### src/rtl/fpu_ss_wb_arbiter.sv
// Writeback responder for the FPU subsystem: merges FPU results and flw load data onto the
// single FPR write port, forwards integer-destination results to the core X interface.
module fpu_ss_wb_arbiter #(
  parameter int unsigned ADDR_W = 5,
  parameter int unsigned DATA_W = 32,
  parameter int unsigned ID_W   = 4,
  parameter int unsigned CNT_W  = 16
) (
  input  logic              clk_i,
  input  logic              rst_i,
  input  logic              fpu_out_valid_i,
  output logic              fpu_out_ready_o,
  input  logic [ADDR_W-1:0] fpu_waddr_i,
  input  logic [DATA_W-1:0] fpu_result_i,
  input  logic              fpu_rd_is_fpr_i,
  input  logic [ID_W-1:0]   fpu_id_i,
  input  logic              mem_result_valid_i,
  input  logic              mem_we_i,
  input  logic [ADDR_W-1:0] mem_waddr_i,
  input  logic [DATA_W-1:0] mem_rdata_i,
  output logic              fpr_we_o,
  output logic [ADDR_W-1:0] fpr_waddr_o,
  output logic [DATA_W-1:0] fpr_wdata_o,
  output logic              x_result_valid_o,
  input  logic              x_result_ready_i,
  output logic [ADDR_W-1:0] x_result_rd_o,
  output logic [DATA_W-1:0] x_result_data_o,
  output logic [ID_W-1:0]   x_result_id_o,
  output logic [CNT_W-1:0]  conflict_cnt_o
);

  logic              hold_valid_q, hold_valid_d;
  logic              hold_fpr_q,   hold_fpr_d;
  logic [ADDR_W-1:0] hold_addr_q,  hold_addr_d;
  logic [DATA_W-1:0] hold_data_q,  hold_data_d;
  logic [ID_W-1:0]   hold_id_q,    hold_id_d;
  logic [CNT_W-1:0]  cnt_q,        cnt_d;

  logic load_wr;
  logic drain;
  logic capture;
  logic conflict;

  always_comb begin
    load_wr  = mem_result_valid_i && mem_we_i;
    drain    = hold_valid_q && (hold_fpr_q ? !load_wr : x_result_ready_i);
    fpu_out_ready_o = !hold_valid_q || drain;
    capture  = fpu_out_valid_i && fpu_out_ready_o;
    conflict = hold_valid_q && hold_fpr_q && load_wr;
  end

  // Capture takes precedence over drain so a same-cycle drain+capture keeps the entry valid.
  always_comb begin
    hold_valid_d = hold_valid_q;
    hold_fpr_d   = hold_fpr_q;
    hold_addr_d  = hold_addr_q;
    hold_data_d  = hold_data_q;
    hold_id_d    = hold_id_q;
    if (capture) begin
      hold_valid_d = 1'b1;
      hold_fpr_d   = fpu_rd_is_fpr_i;
      hold_addr_d  = fpu_waddr_i;
      hold_data_d  = fpu_result_i;
      hold_id_d    = fpu_id_i;
    end else if (drain) begin
      hold_valid_d = 1'b0;
    end
  end

  always_comb begin
    cnt_d = cnt_q;
    if (conflict && (cnt_q != '1)) begin
      cnt_d = cnt_q + CNT_W'(1);
    end
  end

  always_ff @(posedge clk_i) begin
    if (rst_i) begin
      hold_valid_q <= 1'b0;
      hold_fpr_q   <= 1'b0;
      hold_addr_q  <= '0;
      hold_data_q  <= '0;
      hold_id_q    <= '0;
      cnt_q        <= '0;
    end else begin
      hold_valid_q <= hold_valid_d;
      hold_fpr_q   <= hold_fpr_d;
      hold_addr_q  <= hold_addr_d;
      hold_data_q  <= hold_data_d;
      hold_id_q    <= hold_id_d;
      cnt_q        <= cnt_d;
    end
  end

  // Loads cannot be back-pressured, so they always win the FPR port.
  always_comb begin
    fpr_we_o    = 1'b0;
    fpr_waddr_o = hold_addr_q;
    fpr_wdata_o = hold_data_q;
    if (load_wr) begin
      fpr_we_o    = 1'b1;
      fpr_waddr_o = mem_waddr_i;
      fpr_wdata_o = mem_rdata_i;
    end else if (hold_valid_q && hold_fpr_q) begin
      fpr_we_o    = 1'b1;
    end
  end

  always_comb begin
    x_result_valid_o = hold_valid_q && !hold_fpr_q;
    x_result_rd_o    = hold_addr_q;
    x_result_data_o  = hold_data_q;
    x_result_id_o    = hold_id_q;
    conflict_cnt_o   = cnt_q;
  end

endmodule

### config.mk
export PLATFORM = sky130hd
export DESIGN_NAME = fpu_ss_wb_arbiter
export DESIGN_NICKNAME = d
export VERILOG_FILES = /design/src/rtl/fpu_ss_wb_arbiter.sv
export SDC_FILE = /design/constraint.sdc
export NUM_CORES = 1
export LEC_CHECK = 0
export CAP_MARGIN = 20
export CELL_PAD_IN_SITES_DETAIL_PLACEMENT = 1
export CELL_PAD_IN_SITES_GLOBAL_PLACEMENT = 2
export CORE_UTILIZATION = 20
export DETAILED_ROUTE_END_ITERATION = 8
export GPL_ROUTABILITY_DRIVEN = 1
export GPL_TIMING_DRIVEN = 0
export PLACE_DENSITY_LB_ADDON = 0.12
export SYNTH_ARGS = -nofsm -noshare
export SYNTH_HDL_FRONTEND = slang
export SYNTH_SLANG_ARGS = --single-unit
### constraint.sdc
create_clock -name clk_i -period 4.2 [get_ports clk_i]
set_clock_uncertainty 0.15 [all_clocks]
set_input_delay 0.84 -clock clk_i [delete_from_list [all_inputs] [get_ports clk_i]]
set_output_delay 0.84 -clock clk_i [all_outputs]
set_load 0.05 [all_outputs]
# Word-level counts from Yosys, hierarchy flattened
# Index checks and enable logic that the tools add are counted.
# classes
bitwise_logic	0
add_sub_neg	1
n_eq_ne	1
shifts	0
mul	0
order_cmp	0
mux	7
n_reduce_logical	12
div_mod_pow	0
# op_table
operator	count
two-way mux 32 bit	1
adder 16 x 1 -> 16 bit, second input constant	1
inequality test 16 bit, second input constant	1
logical AND 1 bit	7
two-way mux 1 bit	5
two-way mux 5 bit	1
zero test 1 bit	3
nonzero test 2 bit	1
logical OR 1 bit	1
# totals
mem_count	0
reg_bits	59
rom_bits	0
latchBits	0
out_inout_bits	97
wordCells	27
ramBits	0
input_bits	85

# Longest topological paths before layout
# depth
depth_word	7
ltp_mapped	7
ltp_nobuf	5

# Worst setup path after synthesis
# Ideal clock, no wire load.
# synth_path
path_kind	input to output
start	input port mem_result_valid_i
end	output port fpr_wdata_o[16]
required_ns	3.210
path_buffers	2
stages	4
slack_ns	1.121
t_arrival_ns	2.089
cell_sequence	nand2_1 > clkbuf_1 > clkbuf_1 > mux2_2
# synth_via
elab_chain_len	2
# synth_lines
element	line	text
start, declared	17	input logic mem_result_valid_i,
logical AND 1 bit	45	load_wr = mem_result_valid_i && mem_we_i;
two-way mux 32 bit	100	if (load_wr) begin
end, declared	23	output logic [DATA_W-1:0] fpr_wdata_o,
# Every way passes these cells.

# Worst setup path after layout
# layout_path
start	input port mem_result_valid_i
end	output port fpr_wdata_o[18]
# Same word-level chain as after synthesis.

==> impl_metrics.yaml <==
place:
  io_buffers: 180
  detailed_place.area_um2: 4820
  place.gp.congestion: 0.728
  hpwlAfterDp_mm: 8.47
floorplanning:
  io-pin-count: 182
  fp.dieH_um: 120
  core_area_um2: 13500
  die-area_um2: 14500
  rows: 42
  die_w_um: 120
  initial_utilization_pct: 20.8
detailed_routing:
  ant_nets: 0
  routed-via-count: 3194
  detail_route.first_pass.iterations: 4
  wl_per_cell_um: 15.6
  drt_via_density: 4.50
  drt_drc_violations_left: 0
  drt_iter0_markers: 106
  drt-total-wl_mm: 11.0
yosys:
  post_synthesis_mean_instance_area_um2: 8.29
  synth_simple_gate_area_share_pct: 23.1
  synthesized_net_count: 424
  synth.distinct_cells: 32
  yosys_most_used_dff: "dfxtp_1"
  post_synthesis_mux_area_share_pct: 15.7
  synth_xor_xnor_area_share_pct: 0
  share_of_synthesized_cell_area_in_full_adder_half_adder_and_majority_cells_pct: 0.447
  synth-async-reset-ratio_pct: 0
  synth-compound-area-share_pct: 14.6
  yosys_warnings: 0
  main_combinational_cell_family_by_area_after_synthesis: "simple AND/OR/NAND/NOR gates"
  synth-seq-area-share_pct: 42.2
  synth_edf_count: 0
  syn-cell-area_um2: 2800
  synth_cells: 338
  yosys_register_bits: 59
timing:
  worst_slew_margin_rel_pct: 56.9
  post-route-min-period_ns: 4.10
  setup_viol: 0
  finalMaxSlewViolations: 0
  fmax_mhz: 244
  finalHoldViolCount: 0
  worstMarginPinSlew_ns: 0.646
  layout_worst_path_cycle_share_pct: 97.6
setup_path:
  timing.critical_path.required_ns: 3.21
  cp-end-kind: "output port"
  setup.worst_path.start: "mem_result_valid_i"
  worstSetupPathType: "primary input to output port"
  crit-reg2reg-launch: "conflict_cnt_o[0]$_SDFFE_PP0P_"
  crit_path_start_kind: "primary input"
  path_cells: "clkdlybuf4s50_1 > nand2_1 > clkbuf_2 > clkbuf_2 > mux2_2 > clkdlybuf4s50_1"
  cpMaxStageDelayCell: "clkdlybuf4s50_1"
  cpPeakStageDelay_ns: 0.70
  timing.critical_path.fanout_max: 10
  cp.arrival_ns: 3.11
clock_tree:
  cts-root-to-sink-buffers: 2
  tritoncts_num_sinks: 59
  number_of_buffers_added_by_the_clock_tree_synthesis_step: 9
  cts.htree.levels: 3
  worst_skew_pair.late_latency_ns: 0.33
  post_cts_hold_buffer_count: 0
  clock-root-buffer: "clkbuf_16"
  worst_setup_hold_path_clk_slew_ns: 0.05
  cts_tree: "done"
global_routing:
  grt_usage_pct: 15.7
  grt_pass1_vias: 3350
  gr-total-overflow: 0
  antenna_found_initial: 0
  global_route_wire_length_before_repair_mm: 17.6
  grt_start_max_net_pins: 11
run_status:
  run_status: "complete, no violations"
hold_path:
  hold_path_startpoint: "x_result_id_o[3]$_SDFFE_PP0P_"
  timing.hold.worst.class: "register to register"
power_and_ir_drop:
  powerDensity_nw_per_um2: 349
  leakage_component_of_the_power_nw: 2.06
  irDropWorstVdd_v: 0.000142
layout:
  finalCoreUtilization_pct: 38.2
  drive_above_1_share_pct: 12.2
  stdcell_area_um2: 5140
  syn2layout_area_growth_pct: 83.5
  insertedDiodeCount: 0
  final-seq-area_um2: 1180
  multi_input_area_um2: 1510
  num-nets-final: 615
  fillCellCount: 1603
run:
  maxCapViolCount: 0
## repair_timing
item / in CTS / in global routing
setup buffers: 0 / 0
endpoints found under the setup margin: 20 / 15
cloned: 0 / 0
gates resized for setup: 6 / 16
## layout make-up
| class | instances | share of cell area, % |
|---|---|---|
| clock buffer | 13 | 5.26 |
| timing repair buffer | 180 | 35.7 |
| clock inverter | 2 | 0.195 |
| inverter | 3 | 0.219 |
| buffer | 24 | 2.02 |
| multi-input combinational | 252 | 29.4 |
| sequential | 59 | 23.0 |
| tap | 176 | 4.28 |
## per-stage QoR
step	worst slack [ns]	TNS, ns	instances	power, mW	hold slack, ns
2_1_floorplan	1.12	0	338	0.906	0.342
3_3_place_gp	-0.516	-8.34	694	1.12	0.293
3_5_place_dp	-0.518	-8.60	694	1.12	0.306
4_1_cts	0.00302	0	709	1.83	0.314
5_1_grt	-0.00153	-0.00153	709	1.88	0.329
6_report	0.101	0	709	1.79	0.307
## metal layers
metal	vias to the layer above	global-route usage [%]	share of wire [%]
li1	1569	-	-
met1	1497	18.6	43
met2	116	26.2	48
met3	12	5.05	8.1
met4	0	6.48	1.5
met5	-	0	0
## critical path, delay by kind of cell
kind                   cells  cell delay, ns
multiplexers               1            0.36
AND/OR/NAND/NOR            1            0.11
buffers and inverters      4            1.79
## state kept, by name (all words and copies together), names as in the netlist
| register | count |
|---|---|
| conflict_cnt_o | 16 |
| hold_fpr_q | 1 |
| x_result_id_o | 4 |
| x_result_data_o | 32 |
| x_result_rd_o | 5 |
| hold_valid_q | 1 |
## Yosys cell counts (all sizes together) (2+ instances only)
library cell  count  area, µm²
or3               5       31.3
buf               6       32.5
nor4              3       25.0
and3              2       12.5
mux2             39        439
nand3             6       35.0
clkbuf           18       67.6
nand2            95        357
nor2b             3       18.8
nor2              4       15.0
o21ai             3       15.0
or4              10       75.1
nand4             4       25.0
dfxtp            59       1180
and4              3       26.3
a21oi            56        280
o31ai            11       87.6
inv               3       11.3
## logic make-up after synthesis
logic type | after synthesis
multiplexers | 39
buffers and inverters | 27
flip-flops | 59
AO/OA/AOI/OAI | 73
AND/OR/NAND/NOR | 139
adder cells (fa/ha/maj) | 1
## where the power goes
group	switching, mW	total [mW]	leakage, nW	internal, mW
Combinational	0.296	0.497	1.44	0.201
Clock	0.250	0.692	0.141	0.442
Sequential	0.0195	0.606	0.483	0.586
Total	0.565	1.79	2.06	1.23
## placed cells by master (no fill, tap or decap), types with 2 or more instances in the layout
cell,n
a21oi_1,56
clkdlybuf4s50_1,162
or3_1,5
clkbuf_2,2
dlymetal6s2s_1,15
and3_1,2
o21ai_0,2
or4_1,10
dfxtp_1,59
clkinv_2,2
mux2_2,38
inv_1,3
nor4_1,2
o31ai_1,10
clkbuf_1,16
dlygate4sd2_1,3
nand2_1,95
nand3_1,5
and4_1,3
clkbuf_16,9
clkbuf_8,3
nor2_1,4
nor2b_1,3
nand4_1,4
buf_2,6
## path summary, 6_finish.rpt
check,endpoint,slack (ns),cells past startpoint
min reg2reg,x_result_id_o[3]$_SDFFE_PP0P_,0.31,2
min,x_result_id_o[3]$_SDFFE_PP0P_,0.31,2
max,fpr_wdata_o[18],0.10,6
max reg2reg,conflict_cnt_o[1]$_SDFFE_PP0P_,1.85,7
Power figures use the tool's default switching activity.
